===== src/rtl/jtframe_sdram64_bist.sv =====
// jtframe_sdram64_bist: LFSR traffic generator and read checker for one jtframe_sdram64 bank port
// Ports: ba_* drive one bank of jtframe_sdram64 (addr/rd/wr/dout/mask out, ack/dok/rdy/dout in).
// busy/fill_done/err/err_cnt/err_addr/proto_err/timeout report status; lat_* hold latency statistics.
module jtframe_sdram64_bist #(
  parameter int          DW        = 64,
  parameter int          RW        = 0,
  parameter int          FILL      = 1,
  parameter int          MAXA      = 21,
  parameter int          IDLE      = 32,
  parameter int          WRCHANCE  = 13,
  parameter logic [31:0] SEED      = 32'h1234_5678,
  parameter int          STALL_MAX = 4000
) (
  input  logic        rst,
  input  logic        clk,
  input  logic        start,
  output logic [21:0] ba_addr,
  output logic        ba_rd,
  output logic        ba_wr,
  output logic [15:0] ba_dout,
  output logic [1:0]  ba_dout_m,
  input  logic        ba_ack,
  input  logic        ba_dok,
  input  logic        ba_rdy,
  input  logic [15:0] dout,
  output logic        busy,
  output logic        fill_done,
  output logic        err,
  output logic [15:0] err_cnt,
  output logic [21:0] err_addr,
  output logic        proto_err,
  output logic        timeout,
  output logic [15:0] lat_best,
  output logic [15:0] lat_worst,
  output logic [47:0] lat_sum,
  output logic [31:0] lat_cnt
);
  localparam int          NW    = DW / 16;
  localparam int          LB    = $clog2(NW);
  localparam logic [21:0] ALAST = 22'((64'd1 << (MAXA + 1)) - 64'd1);
  localparam logic [21:0] AMSK  = ALAST & ~22'((1 << LB) - 1);
  localparam logic [31:0] TAPS  = 32'h8020_0003;

  typedef enum logic [2:0] {S_IDLE, S_FILL_REQ, S_FILL_WAIT, S_RUN_DEC, S_RUN_WAIT, S_HALT} state_t;

  state_t      r_state;
  logic [31:0] r_lfsr, r_stall, r_lcnt;
  logic [21:0] r_addr, r_eaddr;
  logic        r_rd, r_wr, r_isrd, r_fill, r_err, r_proto, r_to;
  logic [15:0] r_dout, r_ecnt, r_lbest, r_lworst, r_lat;
  logic [1:0]  r_dm;
  logic [47:0] r_lsum;
  logic [31:0] w_lfsr_nx;
  logic [21:0] w_ra;
  logic [1:0]  w_m;
  logic [15:0] w_wd;
  logic        w_go, w_wr;
  logic [DW-1:0] w_burst, w_exp;

  function automatic logic [15:0] pat(input logic [21:0] a);
    return a[15:0] ^ {a[21:16], 10'd0} ^ SEED[15:0];
  endfunction

  assign w_lfsr_nx = {1'b0, r_lfsr[31:1]} ^ (r_lfsr[0] ? TAPS : 32'd0);
  assign w_go      = {1'b0, r_lfsr[7:0]} >= 9'(IDLE);
  assign w_wr      = (RW != 0) && ({1'b0, r_lfsr[15:8]} < 9'(WRCHANCE));
  assign w_ra      = r_lfsr[31:10] & AMSK;
  assign w_m       = r_lfsr[17:16];
  // masked lanes carry inverted pattern so a lane the controller wrongly writes is caught later
  assign w_wd      = pat(w_ra) ^ {{8{w_m[1]}}, {8{w_m[0]}}};

  always_comb begin
    w_exp = '0;
    for (int i = 0; i < NW; i++) w_exp[16*i +: 16] = pat(r_addr + 22'(i));
  end

  // burst assembly: each dok shifts into the top, so the first word ends up lowest
  generate
    if (DW == 16) begin : g_one
      assign w_burst = dout;
    end else begin : g_sh
      logic [DW-17:0] r_sh;
      always_ff @(posedge clk, posedge rst) begin
        if (rst) r_sh <= '0;
        else if (ba_dok) r_sh <= w_burst[DW-1:16];
      end
      assign w_burst = {dout, r_sh};
    end
  endgenerate

  always_ff @(posedge clk, posedge rst) begin
    if (rst) begin
      r_state  <= S_IDLE;
      r_lfsr   <= SEED;
      r_addr   <= '0;
      r_rd     <= 1'b0;
      r_wr     <= 1'b0;
      r_isrd   <= 1'b0;
      r_dout   <= '0;
      r_dm     <= '0;
      r_fill   <= FILL == 0;
      r_err    <= 1'b0;
      r_ecnt   <= '0;
      r_eaddr  <= '0;
      r_proto  <= 1'b0;
      r_to     <= 1'b0;
      r_lbest  <= 16'hFFFF;
      r_lworst <= '0;
      r_lsum   <= '0;
      r_lcnt   <= '0;
      r_lat    <= '0;
      r_stall  <= '0;
    end else begin
      if (r_state == S_RUN_DEC) r_lfsr <= w_lfsr_nx;
      case (r_state)
        S_IDLE: if (start) r_state <= (FILL != 0 && !r_fill) ? S_FILL_REQ : S_RUN_DEC;
        S_FILL_REQ: begin
          r_wr    <= 1'b1;
          r_isrd  <= 1'b0;
          r_dout  <= pat(r_addr);
          r_dm    <= 2'b00;
          r_stall <= '0;
          r_state <= S_FILL_WAIT;
        end
        S_RUN_DEC: begin
          if (!start) r_state <= S_IDLE;
          else if (w_go) begin
            r_addr  <= w_ra;
            r_rd    <= !w_wr;
            r_wr    <= w_wr;
            r_isrd  <= !w_wr;
            r_dout  <= w_wd;
            r_dm    <= w_m;
            r_lat   <= 16'd1;
            r_stall <= '0;
            r_state <= S_RUN_WAIT;
          end
        end
        S_FILL_WAIT, S_RUN_WAIT: begin
          if (ba_ack || ba_rdy) begin
            r_rd <= 1'b0;
            r_wr <= 1'b0;
          end
          // rdy without the request ever being acked; an ack in the same cycle is legal
          if (ba_rdy && (r_rd || r_wr) && !ba_ack) r_proto <= 1'b1;
          if (!ba_rdy) r_lat <= r_lat + 16'd1;
          if (ba_rdy && r_state == S_FILL_WAIT) begin
            r_addr  <= r_addr == ALAST ? 22'd0 : r_addr + 22'd1;
            r_fill  <= r_fill || r_addr == ALAST;
            r_state <= r_addr == ALAST ? S_RUN_DEC : S_FILL_REQ;
          end else if (ba_rdy) begin
            r_lbest  <= r_lat < r_lbest ? r_lat : r_lbest;
            r_lworst <= r_lat > r_lworst ? r_lat : r_lworst;
            r_lsum   <= r_lsum + 48'(r_lat);
            r_lcnt   <= r_lcnt + 32'd1;
            if (r_isrd && w_burst != w_exp) begin
              r_err  <= 1'b1;
              r_ecnt <= r_ecnt + 16'(r_ecnt != 16'hFFFF);
              if (!r_err) r_eaddr <= r_addr;
            end
            r_state <= start ? S_RUN_DEC : S_IDLE;
          end else if (r_stall == 32'(STALL_MAX - 1)) begin
            r_stall <= r_stall + 32'd1;
            r_to    <= 1'b1;
            r_state <= S_HALT;
          end else r_stall <= r_stall + 32'd1;
        end
        S_HALT: begin
          r_rd <= 1'b0;
          r_wr <= 1'b0;
        end
        default: r_state <= S_IDLE;
      endcase
    end
  end

  assign ba_addr   = r_addr;
  assign ba_rd     = r_rd;
  assign ba_wr     = r_wr;
  assign ba_dout   = r_dout;
  assign ba_dout_m = r_dm;
  assign busy      = r_state != S_IDLE;
  assign fill_done = r_fill;
  assign err       = r_err;
  assign err_cnt   = r_ecnt;
  assign err_addr  = r_eaddr;
  assign proto_err = r_proto;
  assign timeout   = r_to;
  assign lat_best  = r_lbest;
  assign lat_worst = r_lworst;
  assign lat_sum   = r_lsum;
  assign lat_cnt   = r_lcnt;
endmodule


===== config.mk =====
export PLATFORM = sky130hd
export DESIGN_NAME = jtframe_sdram64_bist
export DESIGN_NICKNAME = d
export VERILOG_FILES = /design/src/rtl/jtframe_sdram64_bist.sv
export SDC_FILE = /design/constraint.sdc
export NUM_CORES = 1
export LEC_CHECK = 0
export ABC_AREA = 1
export ABC_CLOCK_PERIOD_IN_PS = 20300
export CAP_MARGIN = 20
export CORE_UTILIZATION = 45
export DETAILED_ROUTE_END_ITERATION = 12
export PLACE_DENSITY = 0.7
export SETUP_SLACK_MARGIN = 0.1
export SLEW_MARGIN = 20
export SYNTH_ARGS = -nofsm -noshare
export SYNTH_HDL_FRONTEND = slang
export SYNTH_SLANG_ARGS = --single-unit

===== constraint.sdc =====
create_clock -name clk -period 20.3 [get_ports clk]
set_input_delay 4.06 -clock clk [delete_from_list [all_inputs] [get_ports clk]]
set_output_delay 4.06 -clock clk [all_outputs]
set_load 0.05 [all_outputs]

Word level (Yosys, flattened, before mapping)
Index checks and enable logic that the tools add are counted.
{ "op_classes": {"reduce_logical": 31, "n_eq_ne": 18, "n_lt_le_gt_ge": 3, "mux": 39, "addsub": 8, "bitwise": 16} }
{ "op_table": {"columns": ["cell", "count"], "rows": [
  ["$mux 32", 5],
  ["$pmux 32 s3", 1],
  ["$xor 16x16->16", 6],
  ["$mux 22", 4],
  ["$mux 16", 5],
  ["$add 32x1->32 const B", 2],
  ["$ne 64x64->1", 1],
  ["$pmux 16 s2", 2],
  ["$add 48x16->48", 1],
  ["$add 22x2->22 const B", 2],
  ["$pmux 22 s2", 1],
  ["$not 8->8", 5],
  ["$reduce_and 4->1", 9],
  ["$eq 32x12->1 const B", 1],
  ["$xor 31x32->32", 1],
  ["$add 22x1->22 const B", 1],
  ["$eq 22x22->1 const B", 1],
  ["$mux 3", 6],
  ["$add 16x1->16", 1],
  ["$add 16x1->16 const B", 1],
  ["$gt 16x16->1", 1],
  ["$lt 16x16->1", 1],
  ["$ne 16x16->1 const B", 1],
  ["$pmux 3 s5", 1],
  ["other kinds (25)", 55]
]} }
{ "word_totals": {"word_cells": 136, "output_inout_bits": 197, "inputBits": 22, "ff_bits": 328} }

Longest topological paths before layout
Gate-level depths: netlist (run 1).
{ "logic_depth": {"depth_word": 6, "depth_mapped": 22} }

Worst setup path after synthesis (run 1)
OpenSTA, ideal clock, no wires.
{ "synth_timing": {"kind": "input to register", "start": "input port ba_rdy", "end": "register r_lcnt[28], in the netlist lat_cnt[28]", "setup_ns": 0.082, "required_ns": 20.218, "slack_ns": 14.783, "path_stages": 11, "t_arrival_ns": 5.435, "path_cell_list": "nand2_1 nor2_2 inv_2 nor2_2 nand3_1 nor2_2 nand3_1 nor2_1 nand3_1 nor2_1 xor2_1"} }
{ "synth_via": {"elab_chain_cells": 3} }
{ "synth_rtl": {"columns": ["item", "line_no", "rtl"], "rows": [
  ["start, declared", "24", "input logic ba_rdy,"],
  ["$logic_and 1x1->1", "147", "if (ba_rdy && r_state == S_FILL_WAIT) begin"],
  ["$not 1->1 (no source line)", null, null],
  ["$reduce_and 3->1 (no source line) (*)", null, null],
  ["end signal, assigned", "155", "r_lcnt <= r_lcnt + 32'd1;"],
  ["end, declared", "47", "logic [31:0] r_lfsr, r_stall, r_lcnt;"]
]} }
Mark *: on every way between the ends. The rest lies on a longest branch, timed or not.
A chain may end at the register's enable or synchronous reset.

Worst setup path after layout (run 1)
{ "layout_timing": {"start": "input port start", "end": "register r_addr[14], in the netlist ba_addr[14]"} }
{ "layout_via": {"elab_chain_cells": 2} }
{ "layout_rtl": {"columns": ["item", "line_no", "rtl"], "rows": [
  ["start, declared", "16", "input logic start,"],
  ["$ne 2x2->1 (no source line)", null, null],
  ["$reduce_and 4->1 (no source line)", null, null],
  ["end signal, assigned", "128", "r_addr <= w_ra;"],
  ["end signal, assigned", "148", "r_addr <= r_addr == ALAST ? 22'd0 : r_addr + 22'd1;"],
  ["end, declared", "48", "logic [21:0] r_addr, r_eaddr;"]
]} }
Every way passes these cells.

==> flow_summary.ini, run 1 <==
[sta]
slew_viol_final = 0
max_freq_mhz = 152.7
min_period_over_period = 0.3227
hold_violations = 0
finClkSkew_ps = 18.55
tightest_slew_ps = 978.8
setup_tns_ps = 0
rsz0062_at_grt = false
min_period_ps = 6550
maxSlewHeadroom = 0.3459
setup_viol = 0

[pwr]
power_frac_seq = 0.318
switching_share = 0.4582
p_sw_mw = 1.312
leakagePower_nw = 10.78
clkPwrFrac = 0.243
combinationalPowerShare = 0.439
internal-power_mw = 1.552
ir_drop_mv = 0.07387
power_mw = 2.864
power_density_nw_per_um2 = 124.0

[logic_synthesis]
synth_nets = 2643
yosysUniqueCellTypes = 55
ys_seq_area_frac = 0.4291
syn_avg_cell_area_um2 = 7.495
synth-main-ff-cell = dfrtp_1
synth-edff-count = 0
synthArstFlopShare = 1.000
ys_ff_latch = 328
synthCells = 2563
synth_warnings = 0
syn_area_um2 = 19210

[global_route]
grt.total_usage = 0.2603
grt_pass1_vias = 17170
grt_max_degree = 111
grt_overflow = 0
grt_pass1_wl_um = 91220
antenna_found_initial = 0

[clock_tree]
cts-root-buf = clkbuf_16
path_clk_slew_ps = 60
numCtsBuffers = 39
cts_resized = 0
hold_buffers = 0
tritoncts = yes
insertion_delay_ps = 570
cts_setup_buffers = 0
clock_sinks = 328
htree_levels = 2
cts_buffer_depth = 3

[critical_path]
cpPeakStageDelay_ps = 600
reg2regPathDepth = 15
crit_type = input port to flop
cpMostUsedCell = nand2_1
startpoint_type = input port
path_cells = clkdlybuf4s50_1 -> nand2_1 -> nor2_1 -> inv_1 -> nand2_1 -> buf_4 -> nand2_1 -> o221ai_1
worstPathRequired_ps = 20760
reg2reg_setup_slack_ps = 16420
arrival_ps = 7010
crit_path_top_delay_cell = clkdlybuf4s50_1
crit_fanout = 41
r2r-start = ba_addr[2]
crit-reg2reg-capture = err_addr[11]
crit_path_end_kind = flop

[status]
status = completed

[route]
wl_per_cell_um = 17.01
vias = 17960
viasPerCell = 5.398
drc = 0
first_iter_violations = 1760
dr.pass1.iters = 5
ant_nets = 0
routed_wl_um = 56580

[min_path]
min_path_type = flop to flop
min_to = lat_cnt[31]
hold_depth = 1
min-delay-start = lat_cnt[31]

[floorplanning]
die_x_um = 208.6
rows = 75
initial_utilization = 0.4570
pin_count = 219
fp.dieH_um = 208.6
dieArea_um2 = 43520
core_um2 = 42040

[placed_design]
dpl.hpwl_um = 41740
portBuffers = 218
gp_congestion = 0.9169

[finish]
fin_util = 0.5493
area_delta_synth_final_pct = 20.20
n_antenna_cell = 0
drive_above_1_share = 0.05452
nNetsFinal = 2839
fillers = 4019

[job]
max-cap-violations = 0
-- cell usage in the layout, fill, tap and decap left out, types with 59 or more instances in the layout --
| master | count |
|---|---|
| xor2_1 | 86 |
| dfrtp_1 | 299 |
| inv_1 | 303 |
| clkdlybuf4s50_1 | 217 |
| nand3_1 | 155 |
| nor2_1 | 194 |
| nand2_1 | 800 |
| a21oi_1 | 72 |
| o21ai_0 | 162 |
| nor3_1 | 59 |
-- cells in the mapped netlist, drive strengths merged (6+ instances only) --
cell      n  area [um2]
nand2   808        3063
inv     309        1160
dfrtp   299        7482
nor2    212       860.8
o21ai   168       840.8
nand3   157       795.8
xor2     87       769.5
a21oi    73       376.6
nor3     65       355.3
ha       57       713.2
nand4    54       337.8
xnor2    43       376.6
clkbuf   42       157.7
buf      34       195.2
dfstp    29       762.0
nor4     24       150.1
a31oi    18       112.6
o221ai   12       105.1
o211ai    8       60.06
o22ai     8       50.05
o31ai     7       52.55
nand3b    6       45.04
o21bai    6       45.04
-- final cells by class --
class                   instances  area (um2)  area share
multi-input cells            1850        9465      0.4099
well taps                     539       674.4     0.02921
repair buffers                231        2278     0.09867
clock buffers                  59        1162     0.05034
clock inverters                11       98.84    0.004281
flip-flops and latches        328        8244      0.3570
inverters                     309        1167     0.05056
-- per-stage QoR --
step | cells | hold slack, ps | cell area (um2) | worst slack [ps]
6_report | 3327 | 464.2 | 23090 | 13750
5_1_grt | 3327 | 482.2 | 23090 | 13460
4_1_cts | 3327 | 469.4 | 23090 | 13840
3_5_place_dp | 3257 | 458.2 | 21830 | 13240
3_3_place_gp | 3257 | 454.1 | 21830 | 13380
2_1_floorplan | 2563 | 442.2 | 19210 | 7205
-- power groups by stage --
stage / logic, mW / clock network, mW / registers (mW)
global placement: 1.23 / 0 / 0.915
finish: 1.26 / 0.697 / 0.910
CTS: 1.25 / 0.711 / 0.908
floorplan: 0.663 / 0 / 1.09
detailed placement: 1.25 / 0 / 0.917
global route: 1.38 / 0.740 / 0.921
-- kinds of logic after synthesis --
group                      share of synthesized area
AOI/OAI and AO/OA                            0.09275
xor gates and xnor gates                     0.06200
adders and majority gates                    0.03817
buffers and inverters                        0.07874
DFF                                           0.4291
muxes                                       0.002344
and+or+nand+nor                               0.2969
-- critical path, delay by kind of cell --
kind                   cells  cell delay, ps
AND/OR/NAND/NOR            4            1270
buffers and inverters      3            1340
AO/OA/AOI/OAI              1             320
-- worst max path at each step --
stage | start | endpoint | slack, ps
2_1_floorplan | rst | ba_addr[0] | 7200
3_3_place_gp | ba_rdy | lat_cnt[30] | 13380
3_5_place_dp | start | ba_addr[14] | 13240
4_1_cts | start | ba_addr[14] | 13840
5_1_grt | start | ba_addr[9] | 13460
6_report | start | ba_addr[14] | 13750
-- state kept, by name, indices dropped and copies added, names as in the netlist, 2 cells and up --
signal     count
g_sh.r_sh     48
lat_best      16
r_lat         16
r_stall       32
ba_dout       16
lat_cnt       32
err_cnt       16
lat_sum       48
err_addr      22
r_state        3
ba_addr       22
r_lfsr        32
ba_dout_m      2
lat_worst     16
-- routing by layer --
layer  routed length [um]  track usage
met1                24800       0.3531
met2                26730       0.4294
met3                 3510      0.03396
met4                 1536      0.08925
met5                    0            0
No activity file was read; power rests on OpenSTA's default activity.
==> inputs of run 2 (changes only) <==
--- a/config.mk
+++ b/config.mk
@@ -6,11 +6,11 @@
 export NUM_CORES = 1
 export LEC_CHECK = 0
 export ABC_AREA = 1
-export ABC_CLOCK_PERIOD_IN_PS = 20300
+export ABC_CLOCK_PERIOD_IN_PS = 5500
 export CAP_MARGIN = 20
 export CORE_UTILIZATION = 45
 export DETAILED_ROUTE_END_ITERATION = 12
-export PLACE_DENSITY = 0.7
+export PLACE_DENSITY = 0.73
 export SETUP_SLACK_MARGIN = 0.1
 export SLEW_MARGIN = 20
 export SYNTH_ARGS = -nofsm -noshare
==> constraint.sdc (replaced) <==
create_clock -name clk -period 5.5 [get_ports clk]
set_input_delay 1.1 -clock clk [delete_from_list [all_inputs] [get_ports clk]]
set_output_delay 1.1 -clock clk [all_outputs]
set_load 0.05 [all_outputs]
==> run 2 against run 1 <==
Against the previous run:
- global-route usage decreased by 0.085 points
- sequential cell count unchanged
- cell count about the same
- combinational power increased to 3.7 times the previous value
- worst setup slack got worse by 12000 ps
- largest cell class unchanged
==> flow_summary.ini, run 2 (synthesis gave the netlist of run 1 again) <==
[global_route]
grt_overflow = 0
antenna_found_initial = 0
grt_max_degree = 166
grt_pass1_wl_um = 90930
grt.total_usage = 0.2594
grt_pass1_vias = 17330

[critical_path]
worstPathRequired_ps = 6000
crit-reg2reg-capture = err_addr[19]
crit_fanout = 36
r2r-start = ba_addr[1]
crit_type = flop to flop
crit_path_end_kind = flop
reg2regPathDepth = 17
startpoint_type = flop
arrival_ps = 4290
reg2reg_setup_slack_ps = 1710
critPathLaunch = ba_addr[1]

[sta]
min_period_ps = 3792
fin_ws_ps = 1708
hold_ws_ps = 444.8
hold_violations = 0
max_freq_mhz = 263.7
maxSlewHeadroom = 0.2633
setup_viol = 0
min_period_over_period = 0.6894
setup_tns_ps = 0
slew_viol_final = 0
rsz0062_at_grt = false
finClkSkew_ps = 19.76
tightest_slew_ps = 1105

[finish]
drive_above_1_share = 0.05490
nNetsFinal = 2838
area_delta_synth_final_pct = 20.40
final_area_um2 = 23130
fillers = 3932
final_cells = 3326
n_antenna_cell = 0
fin_util = 0.5502
final_common_cell = nand2_1
final_cell_mix = nand2_1 (800), inv_1 (303), dfrtp_1 (299)

[min_path]
hold_depth = 2
min_to = r_lfsr[3]
min-delay-start = r_lfsr[4]
min_path_type = flop to flop

[floorplanning]
pin_count = 219
initial_utilization = 0.4570
fp.dieH_um = 208.6
core_um2 = 42040
die_x_um = 208.6
rows = 75
dieArea_um2 = 43520

[route]
viasPerCell = 5.378
drc = 0
routed_wl_um = 56290
vias = 17890
ant_nets = 0
wl_per_cell_um = 16.92
first_iter_violations = 1563
dr.pass1.iters = 6

[clock_tree]
cts_setup_buffers = 0
tritoncts = yes
numCtsBuffers = 38
insertion_delay_ps = 560
path_clk_slew_ps = 60
htree_levels = 2
cts_resized = 0
hold_buffers = 0
cts_buffer_depth = 3
cts-root-buf = clkbuf_16
clock_sinks = 328

[pwr]
leakagePower_nw = 10.78
power_density_nw_per_um2 = 461.1
ir_drop_mv = 0.2931
power_mw = 10.67

[placed_design]
dpl.cell_count = 3257
post-place-ws_ps = 1538
dpl_cell_area_um2 = 21850
portBuffers = 218
dpl.hpwl_um = 41360
gp_congestion = 0.9433

[status]
status = completed

[job]
max-cap-violations = 0
==> run 2: routing by layer <==
metal | part of all wire | GRT usage | routed length (um)
met2 | 0.47 | 0.4310 | 26610
met3 | 0.059 | 0.03427 | 3296
met1 | 0.43 | 0.3430 | 24450
met5 | 0 | 0 | 0
met4 | 0.034 | 0.1050 | 1933
==> run 2: cell type report <==
type / instances / area, um2 / share of cell area
clock buffers: 56 / 1130 / 0.04885
well taps: 539 / 674.4 / 0.02916
clock inverters: 13 / 152.6 / 0.006600
flip-flops and latches: 328 / 8244 / 0.3564
multi-input cells: 1850 / 9465 / 0.4092
inverters: 309 / 1164 / 0.05031
repair buffers: 231 / 2300 / 0.09943
==> run 2: power by group <==
group          total (mW)  leakage (nW)  switching, mW  internal (mW)
sequential           3.36          4.15          0.590           2.77
clock                2.63         0.630           1.06           1.57
combinational        4.68          6.01           3.22           1.46
==> run 2: worst max path at each step <==
| stage | to | cells past startpoint |
|---|---|---|
| after global routing | err_addr[19] | 17 |
| after global placement | lat_cnt[30] | 13 |
| after floorplan | ba_addr[0] | 1 |
| final | err_addr[19] | 17 |
| after detailed placement | lat_cnt[28] | 13 |
| after CTS | err_addr[19] | 15 |
==> run 2: critical path, stage by stage, from the launching register on <==
cell,delay (ps)
dfrtp_1,700
inv_2,230
ha_1,310
nor2_1,360
nand2_2,180
nand2_1,90
nand2_1,50
inv_1,40
nand2_1,50
nor2_1,190
nand3_1,110
nor2_1,270
nand3_1,130
nor2_2,140
nand2_4,250
nand3_2,410
nand2_1,110
nand2_1,80
==> inputs of run 3 (changes only) <==
--- a/config.mk
+++ b/config.mk
@@ -6,11 +6,11 @@
 export NUM_CORES = 1
 export LEC_CHECK = 0
 export ABC_AREA = 1
-export ABC_CLOCK_PERIOD_IN_PS = 5500
+export ABC_CLOCK_PERIOD_IN_PS = 3800
 export CAP_MARGIN = 20
 export CORE_UTILIZATION = 45
 export DETAILED_ROUTE_END_ITERATION = 12
-export PLACE_DENSITY = 0.73
+export PLACE_DENSITY = 0.7
 export SETUP_SLACK_MARGIN = 0.1
 export SLEW_MARGIN = 20
 export SYNTH_ARGS = -nofsm -noshare
==> constraint.sdc (replaced) <==
create_clock -name clk -period 3.8 [get_ports clk]
set_input_delay 0.76 -clock clk [delete_from_list [all_inputs] [get_ports clk]]
set_output_delay 0.76 -clock clk [all_outputs]
set_load 0.05 [all_outputs]
==> run 3 against run 2 <==
Against the previous run:
- sequential power up 42%
- worst setup slack worse by 1300 ps
- combinational power up 47%
- sequential cell count unchanged
- cell area up 1.1%
- fmax up 12%
- global-route usage up 0.43 points
- total power up 47%
- die area unchanged
- critical endpoint is now err_addr[2]
- highest routed layer unchanged
==> flow_summary.ini, run 3 (synthesis gave the netlist of run 1 again) <==
[critical_path]
path_cells = ha_1 -> nand2_1 -> nor2_1 -> nand3_1 -> xor2_1 -> nand2_1 -> nand2_1 -> nand2_1 -> nand2_1 -> nand3_1 -> nor2_2 -> nand2_4 -> nand3_2 -> nand2_1 -> nand2_1
cpMostUsedCell = nand2_1
worstPathRequired_ps = 4240
crit_type = flop to flop
crit_path_end_kind = flop
arrival_ps = 3830
crit_fanout = 22
cpPeakStageDelay_ps = 580
startpoint_type = flop
crit_path_top_delay_cell = dfrtp_1

[finish]
final_cell_mix = nand2_1 (800), inv_1 (303), dfrtp_1 (299)
final_common_cell = nand2_1
drive_above_1_share = 0.06306
nNetsFinal = 2858
multi_input_area_um2 = 9465
fillers = 3928
area_delta_synth_final_pct = 21.69
fin_util = 0.5561
regArea_um2 = 8244
n_antenna_cell = 0

[status]
status = completed

[floorplanning]
initial_utilization = 0.4570
die_x_um = 208.6
core_um2 = 42040
fp.dieH_um = 208.6
rows = 75
pin_count = 219
dieArea_um2 = 43520

[sta]
slew_viol_final = 0
finClkSkew_ps = 10.89
hold_violations = 0
fin_ws_ps = 409.6
rsz0062_at_grt = false
max_freq_mhz = 295.0
setup_viol = 0
min_period_ps = 3390
tightest_slew_ps = 917.6
min_period_over_period = 0.8922
maxSlewHeadroom = 0.3876

[clock_tree]
cts_setup_buffers = 0
insertion_delay_ps = 560
clock_sinks = 328
cts_resized = 0
path_clk_slew_ps = 60
tritoncts = yes
hold_buffers = 0
numCtsBuffers = 39
htree_levels = 2
cts-root-buf = clkbuf_16
cts_buffer_depth = 3

[pwr]
power_density_nw_per_um2 = 668.5
power_mw = 15.63
leakagePower_nw = 10.94
ir_drop_mv = 0.4186

[route]
first_iter_violations = 1696
wl_per_cell_um = 17.06
dr.pass1.iters = 6
routed_wl_um = 57100
drc = 0
viasPerCell = 5.393
vias = 18050
ant_nets = 0

[global_route]
antenna_found_initial = 0
grt_pass1_vias = 17190
grt_max_degree = 99
grt_pass1_wl_um = 92140
grt_overflow = 0
grt.total_usage = 0.2637

[min_path]
min_path_type = flop to flop

[placed_design]
post-place-ws_ps = 470.1
gp_congestion = 0.9808
portBuffers = 218
dpl.hpwl_um = 43210

[job]
max-cap-violations = 0
## run 3: cell types whose count changed in the layout (fill, tap and decap cells not counted)
| cell | delta |
|---|---|
| buf_12 | +2 |
| clkbuf_1 | -4 |
| buf_4 | +17 |
| clkbuf_16 | +2 |
| inv_16 | +1 |
| inv_6 | -1 |
| clkinvlp_4 | -2 |
| bufinv_16 | +1 |
| clkinv_2 | +4 |
## run 3: critical path: cells and delay by family, from the launching register on
kind / cells / cell delay, ps
XOR/XNOR: 1 / 220
adder cells (fa/ha/maj): 1 / 350
AND/OR/NAND/NOR: 13 / 2100
flip-flops: 1 / 580
## run 3: stage by stage
step	hold slack, ps	TNS (ps)	std cells	area [um2]
final	463.8	0	3346	23380
after detailed placement	454.8	0	3276	22010
after global routing	487.8	0	3346	23380
after CTS	463.8	0	3346	23380
after global placement	452.0	0	3276	22010
after floorplan	442.2	-397150	2563	19210
## run 3: final timing paths
| kind | from | end | slack, ps | depth (start not counted) |
|---|---|---|---|---|
| max | ba_addr[2] | err_addr[2] | 410 | 15 |
| min | r_lfsr[9] | r_lfsr[9] | 460 | 2 |
| max reg2reg | ba_addr[2] | err_addr[2] | 410 | 15 |
| min reg2reg | r_lfsr[9] | r_lfsr[9] | 460 | 2 |
| max in group asynchronous | rst | r_lfsr[18] | 2260 | 3 |
| min in group asynchronous | rst | lat_cnt[30] | 620 | 2 |
## run 3: area by class of cell
cell class                 instances  area share
tap                              539     0.02885
timing repair buffer             250      0.1055
multi-input combinational       1850      0.4049
sequential                       328      0.3526
inverter                         309     0.04977
clock buffer                      54     0.04983
clock inverter                    16    0.008509
## run 3: where the power goes
part | internal [mW] | switching (mW) | total [mW]
logic | 2.15 | 4.74 | 6.89
registers | 4.01 | 0.771 | 4.78
clock network | 2.42 | 1.54 | 3.96
## run 3: routing by layer
metal  track usage  share of wire  vias up
met5             0              0        -
met4       0.08012          0.026        0
met3       0.03772          0.059       92
met2        0.4337           0.47      587
met1        0.3605           0.44     8642
li1              -              -     8724
